`config.mk`:
```
export PLATFORM = sky130hd
export DESIGN_NAME = instr_mem_arbiter
export DESIGN_NICKNAME = d
export VERILOG_FILES = /design/src/rtl/instr_mem_arbiter.sv
export SDC_FILE = /design/constraint.sdc
export NUM_CORES = 1
export LEC_CHECK = 0
export BUFFER_PORTS_ARGS = -buffer_cell sky130_fd_sc_hd__buf_2
export CAP_MARGIN = 0
export CORE_AREA = 2 2 100 102
export CTS_BUF_LIST = sky130_fd_sc_hd__clkbuf_8
export DETAILED_ROUTE_END_ITERATION = 12
export DIE_AREA = 0 0 102 104
export SETUP_SLACK_MARGIN = 0.4
export SYNTH_ARGS = -nofsm -noshare
export SYNTH_HDL_FRONTEND = slang
export SYNTH_SLANG_ARGS = --single-unit
```
`constraint.sdc`:
```
create_clock -name clk -period 2.6 [get_ports clk]
set_clock_uncertainty 0.1 [all_clocks]
set_input_delay 0.52 -clock clk [delete_from_list [all_inputs] [get_ports clk]]
set_output_delay 0.52 -clock clk [all_outputs]
set_load 0.01 [all_outputs]
```
`src/rtl/instr_mem_arbiter.sv`:
```
// Two-requester arbiter in front of the instruction RAM/boot-ROM wrapper.
// The loader wins by default; the core fetch port is protected from starvation.
module instr_mem_arbiter #(
    parameter int RAM_SIZE   = 32768,
    parameter int ADDR_WIDTH = $clog2(RAM_SIZE) + 1,
    parameter int STARVE_MAX = 4
) (
    input  logic                  clk,
    input  logic                  rst_n,
    input  logic                  core_req_i,
    input  logic [31:0]           core_addr_i,
    output logic                  core_gnt_o,
    output logic                  core_rvalid_o,
    output logic [31:0]           core_rdata_o,
    input  logic                  ld_req_i,
    input  logic                  ld_we_i,
    input  logic [3:0]            ld_be_i,
    input  logic [31:0]           ld_addr_i,
    input  logic [31:0]           ld_wdata_i,
    output logic                  ld_gnt_o,
    output logic                  ld_rvalid_o,
    output logic [31:0]           ld_rdata_o,
    output logic                  mem_en_o,
    output logic [ADDR_WIDTH-1:0] mem_addr_o,
    output logic                  mem_we_o,
    output logic [3:0]            mem_be_o,
    output logic [31:0]           mem_wdata_o,
    input  logic [31:0]           mem_rdata_i
);

    typedef enum logic [1:0] {
        OWN_NONE,
        OWN_CORE,
        OWN_LD_RD,
        OWN_LD_WR
    } owner_e;

    localparam logic [3:0] STARVE_LIM = 4'(STARVE_MAX);

    owner_e     owner_q;
    owner_e     owner_d;
    logic [3:0] starve_cnt;
    logic [3:0] starve_d;

    // Byte-lane bits and decode bits above the RAM/ROM window are deliberately dropped.
    logic unused_addr_bits;
    assign unused_addr_bits = ^{core_addr_i[31:ADDR_WIDTH+2], core_addr_i[1:0],
                                ld_addr_i[31:ADDR_WIDTH+2], ld_addr_i[1:0]};

    // Request stage: grant, memory drive and next owner are all decided in the request cycle.
    always_comb begin
        core_gnt_o  = 1'b0;
        ld_gnt_o    = 1'b0;
        mem_addr_o  = '0;
        mem_we_o    = 1'b0;
        mem_be_o    = 4'h0;
        mem_wdata_o = 32'h0;
        owner_d     = OWN_NONE;
        starve_d    = starve_cnt;

        if (core_req_i && (!ld_req_i || starve_cnt == STARVE_LIM)) begin
            core_gnt_o = 1'b1;
            mem_addr_o = core_addr_i[ADDR_WIDTH+1:2];
            mem_be_o   = 4'hF;
            owner_d    = OWN_CORE;
        end else if (ld_req_i) begin
            ld_gnt_o    = 1'b1;
            mem_addr_o  = ld_addr_i[ADDR_WIDTH+1:2];
            mem_we_o    = ld_we_i;
            mem_be_o    = ld_be_i;
            mem_wdata_o = ld_wdata_i;
            owner_d     = ld_we_i ? OWN_LD_WR : OWN_LD_RD;
        end

        // Counts loader wins while the core waits; saturates at the limit.
        if (core_gnt_o || !core_req_i) begin
            starve_d = 4'h0;
        end else if (ld_gnt_o && starve_cnt != STARVE_LIM) begin
            starve_d = starve_cnt + 4'd1;
        end
    end

    assign mem_en_o = core_gnt_o | ld_gnt_o;

    always_ff @(posedge clk or negedge rst_n) begin
        if (!rst_n) begin
            owner_q    <= OWN_NONE;
            starve_cnt <= 4'h0;
        end else begin
            owner_q    <= owner_d;
            starve_cnt <= starve_d;
        end
    end

    // Response stage: route the single-cycle memory return to whoever owned last cycle.
    assign core_rvalid_o = (owner_q == OWN_CORE);
    assign core_rdata_o  = (owner_q == OWN_CORE) ? mem_rdata_i : 32'h0;
    assign ld_rvalid_o   = (owner_q == OWN_LD_RD) || (owner_q == OWN_LD_WR);
    assign ld_rdata_o    = (owner_q == OWN_LD_RD) ? mem_rdata_i : 32'h0;

endmodule

```
==> results.md <==
* Most frequent cells in the layout: buf_2, and2_1, a22o_1
* Max-slew violations at 0
* Post-Syn Area per Cell at 7.594 sq um
* I/O Pins at 259
* Status: completed
* R2r setup slk at 1060 ps
* Finished Core Util at 0.2851
* DP Area at 0.002409 sq mm
* #FFs+latches synth at 6
* Register area share after synthesis at 0.1251
* Final setup viols at 0
* GR Util met1 at 0.09039
* Rows at 36
* GR peak layer: met2
* Power, Total at 634.3 uW
* CTS sink count at 6
* Unique masters post-synth at 19
* Leak at 1.704 nW
* Total CTS buffers at 3
* Min cycle time layout at 2286 ps
* Hpwl dp at 4575 microns
* Cells after synthesis at 158
* Post-route design area at 0.002723 sq mm
* Vias in the first global route at 1847
* Startpoint Class: register
* GP Congestion at 0.8036
* Clock root buffer: clkbuf_8
* Req. time, crit path at 1980 ps
* Post-Layout Cell Count at 527
* Area grow syn2layout at 126.9%
* Commonest non-fill, non-tap cell in the layout: buf_2
* Worst-Margin Slew at 373.1 ps
* Diode count at 0
* First-pass GRT wire length at 8286 microns
* Critical Path Fanout Max at 7
* Filler cells at 1064
* Mapped cell area at 0.001200 sq mm
* Power density over the cells at 233.0 mW/mm^2
* DR vias at 2027
* Clock transition at path regs at 40 ps
* 1st-iter DRT viols at 52
* Grt met2 use at 0.2105
* Relative slew slack at 0.7510
* Grt ovf at 0
* Fin worst setup slack at 314.0 ps
* DRC at 0
* Placed cells at 505
* Share of cells above drive strength 1 at 0.6624
* Setup WS pre-CTS at 447.2 ps
* Initial antenna violation count at 0
* Fmax at 0.4374 GHz
* Initial core utilization at 0.1257
* Antenna viol nets, final at 0
* All-Layer GR Usage at 0.09772
* Die Y at 104 microns
* Clock tree buffer depth at 2
* RSZ-0062 raised after global routing: true
* Max_cap viols at 0
* Die ar. at 0.01061 sq mm
* Drt first pass iters at 4
* Yosys warns at 0
* Clock latency at the later pin of the worst-skew pair at 220 ps
* Kind of critical path: register to output pin
* Worst hold path type: input port to asynchronous set/reset pin
* Peak supply drop at 0.07354 mV
* Die Wd at 102 microns
* Worst Setup End Kind: output pin
* CTS H-tree depth at 1
* Final Hold Viols at 0
* Global Route met3 Usage at 0.008065
* Synth Net Count at 297
* Hold Worst Slack at 17.23 ps
* Final-stage net count at 535
* Largest net degree at the start of global routing at 27
* Routed length per placed instance at 12.10 microns
* Vias per cell at 3.846
* Core box area at 0.009549 sq mm
* Setup TNS at 0 ps
* Port Buffers at 226
* CTS tree: yes
* Tcrit/Tclk final at 0.8792
* Routed WL at 6376 microns
* Worst EP arrival at 1670 ps
==> what timing repair did <==
action	4_1_cts	5_1_grt
hold buffers	0	0
gates resized for setup	15	7
endpoints found under the hold margin	0	0
cloned	3	5
setup buffers	7	4
endpoints found under the setup margin	102	102
pin swaps	11	6
==> layout make-up <==
class | instances | area, sq um | share of cell area
clock buffers | 3 | 41.29 | 0.01517
repair buffers | 243 | 1329 | 0.4881
flip-flops and latches | 6 | 150.1 | 0.05515
inverters | 3 | 11.26 | 0.004136
multi-input cells | 139 | 1025 | 0.3764
well taps | 133 | 166.4 | 0.06112
==> logic make-up (layout without fill, tap and decap cells) <==
logic type	Yosys count	after routing	synth area share
XOR/XNOR	2	2	0.01460
adder cells (fa/ha/maj)	2	2	0.02085
buffers and inverters	18	249	0.1022
AO/OA/AOI/OAI	23	28	0.1679
AND/OR/NAND/NOR	107	107	0.5693
flip-flops	6	6	0.1251
==> worst max-delay path, cell delays in order (launching register included) <==
cell	delay (ps)
dfrtp_1	380
inv_2	80
ha_4	140
nand3b_4	110
buf_4	170
o21a_4	250
a22o_1	180
buf_2	130
==> routing by layer <==
layer | vias up | wire [microns]
met5 | - | 0
met4 | 0 | 51
met3 | 4 | 621
met2 | 150 | 3441
met1 | 887 | 2261
li1 | 986 | -
==> path summary, 6_finish.rpt <==
path                                  endpoint           from  cells past startpoint
worst max register to register      owner_q[0]  starve_cnt[0]                      8
max in group asynchronous        starve_cnt[0]          rst_n                      1
worst min register to register   starve_cnt[3]  starve_cnt[3]                      2
min in group clk                    owner_q[0]        ld_we_i                      2
worst max-delay path            mem_addr_o[14]  starve_cnt[0]                      7
worst min-delay path             starve_cnt[3]          rst_n                      1
==> synth_stat cells (all sizes together) <==
library cell,count,area [sq um]
inv,3,11.26
nor2b,2,12.51
a22o,16,140.1
a21o,5,37.54
or2,1,6.260
ha,2,25.02
and3,4,25.02
dfrtp,6,150.1
xor2,1,8.760
clkbuf,6,22.52
buf,9,88.84
xnor2,1,8.760
nand3b,1,20.02
and2,98,614.3
a21oi,1,8.760
nand3,1,5.000
o21a,1,15.01
==> sequential cells by signal, indices dropped and copies added (netlist names) <==
| register | cells |
|---|---|
| starve_cnt | 4 |
| owner_q | 2 |
==> where the power goes <==
part	internal, mW	switching, mW
Clock	0.0992	0.0375
Combinational	0.211	0.186
Sequential	0.0974	0.00326
Power figures use the tool's default switching activity.
